==> config.mk <==
export PLATFORM = sky130hd
export DESIGN_NAME = fp_addsub_pipe
export DESIGN_NICKNAME = d
export VERILOG_FILES = /design/src/rtl/fp_pkg.sv /design/src/rtl/fp_lzc.sv /design/src/rtl/fp_addsub_pipe.sv
export SDC_FILE = /design/constraint.sdc
export NUM_CORES = 1
export LEC_CHECK = 0
export BUFFER_PORTS_ARGS = -buffer_cell sky130_fd_sc_hd__buf_2
export CAP_MARGIN = 20
export CORE_MARGIN = 2
export CORE_UTILIZATION = 25
export CTS_BUF_LIST = sky130_fd_sc_hd__clkbuf_4 sky130_fd_sc_hd__clkbuf_8 sky130_fd_sc_hd__clkbuf_16
export DETAILED_ROUTE_END_ITERATION = 8
export PLACE_DENSITY = 0.41
export SYNTH_ARGS = -nofsm -noshare
export SYNTH_HDL_FRONTEND = slang
export SYNTH_SLANG_ARGS = --single-unit
==> constraint.sdc <==
create_clock -name clk -period 8.5 [get_ports clk]
set_clock_uncertainty 0.1 [all_clocks]
set_input_delay 0 -clock clk [delete_from_list [all_inputs] [get_ports clk]]
set_output_delay 0 -clock clk [all_outputs]
set_load 0.1 [all_outputs]
==> src/rtl/fp_pkg.sv <==
// ============================================================================
// Module : fp_pkg
// Brief  : Shared constants, field-index helpers and operand type for the
//          floating-point add/subtract pipeline.
// Rev    : 1.0  initial release
// ============================================================================
`default_nettype none

package fp_pkg;

    localparam int FP32_EXP_W = 8;
    localparam int FP32_MAN_W = 23;
    localparam int BIAS       = (1 << (FP32_EXP_W - 1)) - 1;
    localparam int EXP_MAX    = (1 << FP32_EXP_W) - 2;

    typedef struct packed {
        logic                  sign;
        logic [FP32_EXP_W-1:0] exp;
        logic [FP32_MAN_W-1:0] man;
    } fp_operand_t;

    function automatic int f_bias(input int exp_w);
        return (1 << (exp_w - 1)) - 1;
    endfunction

    // Largest finite biased exponent; all-ones is left to the caller.
    function automatic int f_exp_max(input int exp_w);
        return (1 << exp_w) - 2;
    endfunction

    function automatic int f_exp_lsb(input int man_w);
        return man_w;
    endfunction

    function automatic int f_sign_idx(input int exp_w, input int man_w);
        return exp_w + man_w;
    endfunction

endpackage

`default_nettype wire

==> src/rtl/fp_lzc.sv <==
// ============================================================================
// Module : fp_lzc
// Brief  : Parametrised leading-zero counter; all-zero input returns W.
// Rev    : 1.0  initial release
// ============================================================================
`default_nettype none

module fp_lzc #(
    parameter int W  = 27,
    parameter int CW = $clog2(W + 1)
) (
    input  logic [W-1:0]  i_data,
    output logic [CW-1:0] o_cnt
);

    // Scan upward so the highest set bit is the last one to write the count.
    always_comb begin
        o_cnt = CW'(W);
        for (int i = 0; i < W; i++) begin
            if (i_data[i]) begin
                o_cnt = CW'(W - 1 - i);
            end
        end
    end

endmodule

`default_nettype wire

==> src/rtl/fp_addsub_pipe.sv <==
// ============================================================================
// Module : fp_addsub_pipe
// Brief  : 4-stage floating-point add/subtract with global-stall flow control.
// Rev    : 1.0  initial release
// ============================================================================
`default_nettype none

module fp_addsub_pipe import fp_pkg::*; #(
    parameter int EXP_W = 8,
    parameter int MAN_W = 23,
    parameter int TAG_W = 4
) (
    input  logic                     clk,
    input  logic                     rst,
    input  logic                     in_valid,
    output logic                     in_ready,
    input  logic [EXP_W+MAN_W:0]     in_a,
    input  logic [EXP_W+MAN_W:0]     in_b,
    input  logic                     in_sub,
    input  logic [TAG_W-1:0]         in_tag,
    output logic                     out_valid,
    input  logic                     out_ready,
    output logic [EXP_W+MAN_W:0]     out_res,
    output logic [TAG_W-1:0]         out_tag,
    output logic                     out_ovf
);

    localparam int N   = MAN_W + 4;
    localparam int LZW = $clog2(N + 1);
    localparam int SI  = f_sign_idx(EXP_W, MAN_W);
    localparam int EL  = f_exp_lsb(MAN_W);
    localparam logic signed [EXP_W+1:0] C_EMAX   = (EXP_W+2)'(f_exp_max(EXP_W));
    localparam logic signed [EXP_W+1:0] C_ONE    = 1;
    localparam logic        [EXP_W-1:0] C_EMAX_F = EXP_W'(f_exp_max(EXP_W));

    logic w_adv;
    assign w_adv    = !out_valid || out_ready;
    assign in_ready = w_adv;

    // S1: unpack, flush zero/denormal mantissas, order by magnitude
    logic               w_a_s, w_b_s, w_swap;
    logic [EXP_W-1:0]   w_a_e, w_b_e;
    logic [MAN_W:0]     w_a_m, w_b_m;

    assign w_a_s  = in_a[SI];
    assign w_b_s  = in_b[SI] ^ in_sub;
    assign w_a_e  = in_a[SI-1:EL];
    assign w_b_e  = in_b[SI-1:EL];
    assign w_a_m  = (|w_a_e) ? {1'b1, in_a[MAN_W-1:0]} : '0;
    assign w_b_m  = (|w_b_e) ? {1'b1, in_b[MAN_W-1:0]} : '0;
    assign w_swap = {w_b_e, w_b_m} > {w_a_e, w_a_m};

    logic               r1_valid, r1_ls, r1_ss;
    logic [EXP_W-1:0]   r1_le, r1_d;
    logic [MAN_W:0]     r1_lm, r1_sm;
    logic [TAG_W-1:0]   r1_tag;

    // S2: align smaller operand, folding shifted-out bits into sticky
    logic [N-1:0]       w_s_ext, w_al;
    logic [2*N-1:0]     w_wide;

    assign w_s_ext = {r1_sm, 3'b000};
    assign w_wide  = {w_s_ext, {N{1'b0}}} >> r1_d;
    assign w_al    = (32'(r1_d) >= N) ? {{(N-1){1'b0}}, |w_s_ext}
                                      : {w_wide[2*N-1:N+1], w_wide[N] | (|w_wide[N-1:0])};

    logic               r2_valid, r2_s, r2_add;
    logic [EXP_W-1:0]   r2_e;
    logic [MAN_W:0]     r2_lm;
    logic [N-1:0]       r2_al;
    logic [TAG_W-1:0]   r2_tag;

    // S3: magnitude add/subtract; larger operand guarantees a non-negative difference
    logic [N:0]         w_l_ext, w_sum;

    assign w_l_ext = {1'b0, r2_lm, 3'b000};
    assign w_sum   = r2_add ? (w_l_ext + {1'b0, r2_al}) : (w_l_ext - {1'b0, r2_al});

    logic               r3_valid, r3_s;
    logic [EXP_W-1:0]   r3_e;
    logic [N:0]         r3_sum;
    logic [TAG_W-1:0]   r3_tag;

    // S4: normalise, truncate, range-check, pack
    logic [LZW-1:0]             w_lzc;
    logic [N-1:0]               w_norm;
    logic signed [EXP_W+1:0]    w_e_base, w_exp_c;
    logic [MAN_W-1:0]           w_frac;
    logic [EXP_W+MAN_W:0]       w_res;
    logic                       w_ovf;
    logic                       w_unused;

    fp_lzc #(.W(N)) u_lzc (
        .i_data (r3_sum[N-1:0]),
        .o_cnt  (w_lzc)
    );

    assign w_norm   = r3_sum[N-1:0] << w_lzc;
    assign w_e_base = $signed({2'b00, r3_e});
    assign w_exp_c  = r3_sum[N] ? (w_e_base + C_ONE)
                                : (w_e_base - $signed({{(EXP_W+2-LZW){1'b0}}, w_lzc}));
    assign w_frac   = r3_sum[N] ? r3_sum[N-1:4] : w_norm[N-2:3];
    assign w_unused = ^{w_norm[N-1], w_norm[2:0]};

    always_comb begin
        w_ovf = 1'b0;
        w_res = {r3_s, w_exp_c[EXP_W-1:0], w_frac};
        if (r3_sum == '0) begin
            w_res = '0;
        end else if (w_exp_c > C_EMAX) begin
            w_res = {r3_s, C_EMAX_F, {MAN_W{1'b1}}};
            w_ovf = 1'b1;
        end else if (w_exp_c < C_ONE) begin
            w_res = '0;
        end
    end

    always_ff @(posedge clk) begin
        if (rst) begin
            r1_valid  <= 1'b0;
            r2_valid  <= 1'b0;
            r3_valid  <= 1'b0;
            out_valid <= 1'b0;
            out_res   <= '0;
            out_tag   <= '0;
            out_ovf   <= 1'b0;
        end else if (w_adv) begin
            r1_valid  <= in_valid;
            r1_ls     <= w_swap ? w_b_s : w_a_s;
            r1_le     <= w_swap ? w_b_e : w_a_e;
            r1_lm     <= w_swap ? w_b_m : w_a_m;
            r1_ss     <= w_swap ? w_a_s : w_b_s;
            r1_sm     <= w_swap ? w_a_m : w_b_m;
            r1_d      <= w_swap ? (w_b_e - w_a_e) : (w_a_e - w_b_e);
            r1_tag    <= in_tag;

            r2_valid  <= r1_valid;
            r2_s      <= r1_ls;
            r2_add    <= (r1_ls == r1_ss);
            r2_e      <= r1_le;
            r2_lm     <= r1_lm;
            r2_al     <= w_al;
            r2_tag    <= r1_tag;

            r3_valid  <= r2_valid;
            r3_s      <= r2_s;
            r3_e      <= r2_e;
            r3_sum    <= w_sum;
            r3_tag    <= r2_tag;

            out_valid <= r3_valid;
            out_res   <= w_res;
            out_tag   <= r3_tag;
            out_ovf   <= r3_valid & w_ovf;
        end
    end

endmodule

`default_nettype wire

Word level (Yosys, flattened, before mapping)
Index checks and enable logic that the tools add are counted.
{ "totals": {"ram_bits": 0, "n_memories": 0, "latchBits": 0, "romBits": 0, "regBits": 217, "word_cells": 94, "in_bits": 73} }
{ "classes": {"shifts": 2, "bitwise": 4, "mux": 44, "n_reduce_logical": 8, "div": 0, "mul": 0, "magnitude_cmp": 4, "n_eq_ne": 1, "n_addsub": 6} }
{ "op_table": {"columns": ["operator", "n"], "rows": [
  ["two-way mux 24 bit", 4],
  ["two-way mux 32 bit", 3],
  ["two-way mux 5 bit", 16],
  [">> shifter 54 x 8 -> 54 bit", 1],
  ["greater-than comparator 32 bit", 1],
  ["two-way mux 4 bit", 8],
  ["adder 27 x 27 -> 28 bit", 1],
  ["zero test 28 bit", 1],
  ["two-way mux 28 bit", 1],
  ["subtractor 27 x 27 -> 28 bit", 1],
  ["OR reduction 27 bit", 1],
  ["left shift 27 x 5 -> 26 bit", 1],
  ["OR reduction 24 bit", 1],
  ["two-way mux 23 bit", 1],
  ["two-way mux 8 bit", 2],
  ["OR reduction 8 bit", 2],
  ["subtractor 8 bit", 2],
  ["greater-than comparator 10 x 9 -> 1 bit, second input constant", 1],
  ["less-than comparator 10 x 2 -> 1 bit, second input constant", 1],
  ["two-way mux 10 bit", 1],
  ["adder 8 x 1 -> 9 bit, second input constant", 1],
  ["subtractor 8 x 5 -> 9 bit", 1],
  ["greater-or-equal comparator 8 x 5 -> 1 bit, second input constant", 1],
  ["two-way mux 1 bit", 6],
  ["9 further kinds", 10]
]} }

Logic depth before layout (Yosys ltp)
{ "depth": {"word_depth": 33, "ltp_mapped": 22} }

By module
From an unflattened synthesis, not the netlist that was laid out.
{ "unflattened": {"cells_unflattened": 1594, "hier_area_um2": 14935.6} }
{ "modules_own_cells": {"columns": ["module", "instances", "cells_per_inst", "seq_area_each_um2", "area_per_inst_um2"], "rows": [
  ["fp_addsub_pipe", 1, 1543, 6105.9, 14657.8],
  ["fp_lzc", 1, 51, 0.0, 277.8]
]} }

Worst setup path before layout
OpenSTA, ideal clock, no wires.
{ "synth_path": {"path_type": "register -> register", "startpoint": "register out_valid", "endpoint": "register r1_d[0] (enable)", "setup_ns": 0.715, "path_stages_with_launch": 5, "arrival_ns": 8.667, "synth_period_minus_slack_ns": 9.482, "path_slack_ns": -0.982, "required_ns": 7.685, "cell_sequence": "dfxtp_1 -> nor2b_1 -> clkbuf_1 -> buf_1 -> nor2_1"} }
{ "synth_via": {"elab_chain_cells": 3} }
{ "synth_lines": {"columns": ["item", "line", "text"], "rows": [
  ["start: declaration", "fp_addsub_pipe.sv:21", "output logic out_valid,"],
  ["start signal: assignment", "fp_addsub_pipe.sv:151", "out_valid <= r3_valid;"],
  ["zero test 1 bit", "fp_addsub_pipe.sv:37", "assign w_adv = !out_valid || out_ready;"],
  ["logical OR 1 bit", "fp_addsub_pipe.sv:37", null],
  ["AND reduction 2 bit (no source line)", null, null],
  ["end signal: assignment", "fp_addsub_pipe.sv:134", "r1_d <= w_swap ? (w_b_e - w_a_e) : (w_a_e - w_b_e);"],
  ["end: declaration", "fp_addsub_pipe.sv:54", "logic [EXP_W-1:0] r1_le, r1_d;"]
]} }
No other way between the ends.
A chain may end at the register's enable or synchronous reset.

Worst setup path in the final report
{ "layout_path": {"startpoint": "input port in_b[24]", "endpoint": "register r1_le[7] (data pin)"} }
{ "layout_via": {"elab_chain_cells": 4} }
{ "layout_lines": {"columns": ["item", "line", "text"], "rows": [
  ["start: declaration", "fp_addsub_pipe.sv:18", "input logic [EXP_W+MAN_W:0] in_b,"],
  ["OR reduction 8 bit", "fp_addsub_pipe.sv:50", "assign w_b_m = (|w_b_e) ? {1'b1, in_b[MAN_W-1:0]} : '0;"],
  ["two-way mux 24 bit", "fp_addsub_pipe.sv:50", null],
  ["greater-than comparator 32 bit (*)", "fp_addsub_pipe.sv:51", "assign w_swap = {w_b_e, w_b_m} > {w_a_e, w_a_m};"],
  ["two-way mux 8 bit (*)", "fp_addsub_pipe.sv:130", "r1_le <= w_swap ? w_b_e : w_a_e;"],
  ["end signal: assignment", "fp_addsub_pipe.sv:130", null],
  ["end: declaration", "fp_addsub_pipe.sv:54", null]
]} }
Mark *: on every way between the ends. The rest lies on a longest branch, timed or not.

==> run_results.csv <==
group,metric,value,unit
status,status,"finished, final reports clean",
synth,yosys.area_share.adder,8.30,%
place,dp_hpwl,36.5,mm
cts,numCtsBuffers,25,
floorplanning,die_y,251,µm
floorplanning,core_region_area,0.0604,mm²
synth,synth_top_cell_by_area,"edfxtp_1",
critical_path,reg2reg_depth,18,
synth,yosysWarningCount,0,
critical_path,critPathBufInv,4,
layout,stdcell_count,2652,
layout,fin_util,30.5,%
critical_path,r2r_end,"out_res[13]",
synth,synth_top_family_by_area,"simple AND/OR/NAND/NOR gates",
global_routing,overflow,0,
critical_path,worst_path_dominant_cell_family,"simple AND/OR/NAND/NOR gates",
cts,clk_latency,0.53,ns
drt,routed_via_density,5.04,
floorplanning,placementRows,90,
layout,mostFrequentLayoutCells,"nand2_1, edfxtp_1, nor2_1",
layout,register_area,0.00611,mm²
synth,synthArstFlopShare,0,%
critical_path,critPathRequiredTime,8.68,ns
pwr,p_int,2.41,mW
pwr,leakagePower,7.35,nW
cts,ctsResizeCount,0,
synth,netlist-cell-type-count,82,
critical_path,max_stage_delay,0.61,ns
critical_path,slowest_stage,"buf_4",
place,gp_congestion,0.919,
min_path,min_to,"r1_d[4]",
flow_run,cap_violations,0,
global_routing,use_met3,1.38,%
cts,cts-root-buf,"clkbuf_16",
pwr,power.share.combinational,36.1,%
critical_path,start_kind,"input port",
synth,synth_area_per_cell,9.05,µm²
place,io_buffers,111,
pwr,vdd_ir_drop_max,0.126,mV
layout,area_growth,20.6,%
critical_path,regToRegStartpoint,"r3_sum[21]",
min_path,min_path_type,"input port to flip-flop",
cts,cts_setup_buffers,0,
floorplanning,initial_core_util,25.3,%
place,dp_cells,2500,
cts,clock_sinks,217,
synth,synth-edff-count,176,
synth,synth_flop_cell,"edfxtp_1",
timing,setup_viol,0,
synth,synth_compound_area_share,18.3,%
min_path,hold_path_depth,3,
pwr,p_per_area,211,mW/mm²
global_routing,grt_pass1_vias,13119,
critical_path,crit_top_cell,"dlygate4sd3_1",
layout,drive_gt1_share,11.8,%
pwr,clkPwrFrac,26.8,%
floorplanning,io_pins,112,
timing,hold_viol,0,
pwr,p_switching,1.48,mW
floorplanning,die_w,251,µm
global_routing,grt_max_degree,165,
timing,setup_tns,0,ns
cts,clk_pin_slew_worst_paths,0.06,ns
timing,rsz0062_at_grt,"no",
timing,whs,0.0392,ns
drt,vias,13354,
critical_path,path_cells,"dlygate4sd3_1 -> buf_2 -> nor4_1 -> nand2_1 -> and2_1 -> ha_1 -> nand3_1 -> or4_1 -> or4_4 -> or3_1 -> nand2_4 -> buf_4 -> mux2_2 -> dlygate4sd3_1",
global_routing,track_usage,14.9,%
synth,yosys-top-cells-area,"edfxtp_1, ha_1, dfxtp_1, nand2_1, mux2i_1",
global_routing,grt_use_met1,20.7,%
drt,antenna_left,0,
critical_path,cp.arrival,5.80,ns
layout,mostFrequentLayoutCell,"nand2_1",
synth,synthMuxAreaShare,7.80,%
timing,slew_headroom,30.1,%
synth,yosys.area_share.simple,18.5,%
timing,slew_violations,0,
timing,worst_slew_pin_slew,1.05,ns
layout,multi_input_area,0.00843,mm²
timing,max_freq,0.178,GHz
synth,synth_xor_area_share,2.23,%
drt,totalWireLength,47.8,mm
drt,drc_errors,0,
timing,period_share,66.1,%
synth,syn_inst,1688,
layout,fin_nets,2024,
layout,antenna_cells,0,
drt,first_pass_iters,5,
critical_path,critPathMaxFanout,76,
synth,syn-cell-area,0.0153,mm²
min_path,hp-start,"in_b[27]",
global_routing,grt_pass1_wl,75.4,mm
critical_path,crit_path_end_kind,"flip-flop",
global_routing,antenna_found_initial,0,
pwr,power_frac_seq,37.1,%
drt,drt_iter0_markers,997,
cts,htree_levels,1,
synth,synth_top_cell_area_share,34.6,%
cts,clock_path_buffers,3,
synth,ys_seq_elements,217,
critical_path,worstSetupPathType,"input port to flip-flop",
critical_path,r2r_setup_slack,3.04,ns
timing,fin_crit,5.62,ns
global_routing,met2_usage,24.6,%
synth,yosysSeqAreaShare,39.9,%
synth,synth.net_count,1860,
global_routing,grt-busiest-layer,"met2",
pwr,power.share.switching,38.0,%
layout,nFillCells,6333,
drt,wl_per_cell,18.0,µm
cts,cts_tree,"built",
floorplanning,die_area,0.0631,mm²
==> registers in the layout, indices dropped and copies added (netlist names), 4 cells and up <==
name,flops
r2_e,8
r3_sum,28
r2_tag,4
r1_sm,24
r1_tag,4
out_tag,4
r2_al,27
r1_le,8
r2_lm,24
r1_d,8
out_res,32
r3_e,8
r1_lm,24
r3_tag,4
==> power by group through the flow <==
stage / registers [mW] / logic, mW / clock network, mW
after floorplan: 1.61 / 0.815 / 0
after global placement: 1.46 / 1.36 / 0
after detailed placement: 1.46 / 1.34 / 0
after CTS: 1.44 / 1.40 / 1.08
after global routing: 1.46 / 1.53 / 1.12
final: 1.44 / 1.40 / 1.04
==> per-stage QoR <==
step	total power, mW	cell area (µm²)	setup WS [ns]
6_report	3.88	18400	2.88
5_1_grt	4.11	18400	2.40
4_1_cts	3.92	18400	2.81
3_5_place_dp	2.80	16600	3.09
3_3_place_gp	2.82	16600	3.19
2_1_floorplan	2.42	15300	2.00
==> what timing repair did <==
item,4_1_cts,5_1_grt
hold buffers,107,0
endpoints found under the hold margin,84,0
endpoints found under the setup margin,0,0
==> layout make-up <==
cell class / instances / area share, %
Clock buffer: 31 / 3.64
Inverter: 92 / 1.87
Clock inverter: 14 / 0.631
Timing Repair Buffer: 237 / 9.67
Sequential cell: 217 / 33.1
Multi-Input combinational cell: 1279 / 45.8
Tap cell: 782 / 5.31
==> worst max-delay path by stage <==
| stage | startpoint | to | slack [ns] | cells after the start |
|---|---|---|---|---|
| after global placement | r3_sum[21] | out_res[13] | 3.19 | 18 |
| after detailed placement | r3_sum[21] | out_res[13] | 3.09 | 18 |
| final | in_b[24] | r1_le[7] | 2.88 | 14 |
| after global routing | r3_sum[4] | out_res[13] | 2.40 | 17 |
| after floorplan | out_valid | r1_d[0] | 2.00 | 4 |
| after CTS | in_b[24] | r1_le[7] | 2.81 | 14 |
==> cells in the mapped netlist, types with 7 or more instances <==
| library cell | number |
|---|---|
| or3_1 | 10 |
| a31oi_1 | 18 |
| o21bai_1 | 10 |
| dfxtp_1 | 41 |
| xnor2_1 | 27 |
| ha_1 | 95 |
| inv_1 | 86 |
| edfxtp_1 | 176 |
| mux2i_1 | 73 |
| a211oi_1 | 22 |
| o211ai_1 | 21 |
| xor2_1 | 12 |
| a211o_1 | 7 |
| nand2b_1 | 18 |
| a21o_1 | 9 |
| nor3b_1 | 8 |
| o31ai_1 | 15 |
| nor2_1 | 136 |
| buf_1 | 15 |
| nand4_1 | 12 |
| a221o_1 | 8 |
| mux2_2 | 25 |
| clkbuf_1 | 70 |
| a32oi_1 | 7 |
| mux4_2 | 8 |
| nand2_1 | 196 |
| o22ai_1 | 8 |
| o21ai_0 | 115 |
| nor4_1 | 22 |
| and2_1 | 32 |
| o21a_1 | 8 |
| buf_2 | 12 |
| a21oi_1 | 114 |
| nor2b_1 | 20 |
| nor3_1 | 49 |
| nand3_1 | 70 |
==> cells by family (layout without fill, tap and decap cells) <==
logic type / count (synthesis) / in the layout
AOI/OAI and AO/OA: 435 / 435
xor gates and xnor gates: 39 / 39
adders and majority gates: 99 / 99
buffers and inverters: 192 / 374
DFF: 217 / 217
muxes: 106 / 106
and+or+nand+nor: 600 / 600
==> layer usage <==
| layer | wire length (µm) | part of all wire, % |
|---|---|---|
| met5 | 0 | 0 |
| met4 | 1200 | 2.5 |
| met1 | 22700 | 47 |
| met3 | 1970 | 4.1 |
| met2 | 22000 | 46 |
==> worst reg2reg max path: stages, from the launching register on <==
cell       delay [ns]
edfxtp_1         0.55
nor2_1           0.29
nand2_1          0.08
nor3_1           0.36
o311ai_1         0.32
nand2_1          0.14
buf_4            0.31
inv_2            0.32
ha_1             0.37
nor2b_1          0.12
o21ai_0          0.19
a21boi_0         0.20
o21a_1           0.20
o311ai_0         0.42
a2111oi_0        0.18
a21boi_0         0.35
nand2b_1         0.46
o311ai_1         0.18
a31o_2           0.24
Power figures use the tool's default switching activity.
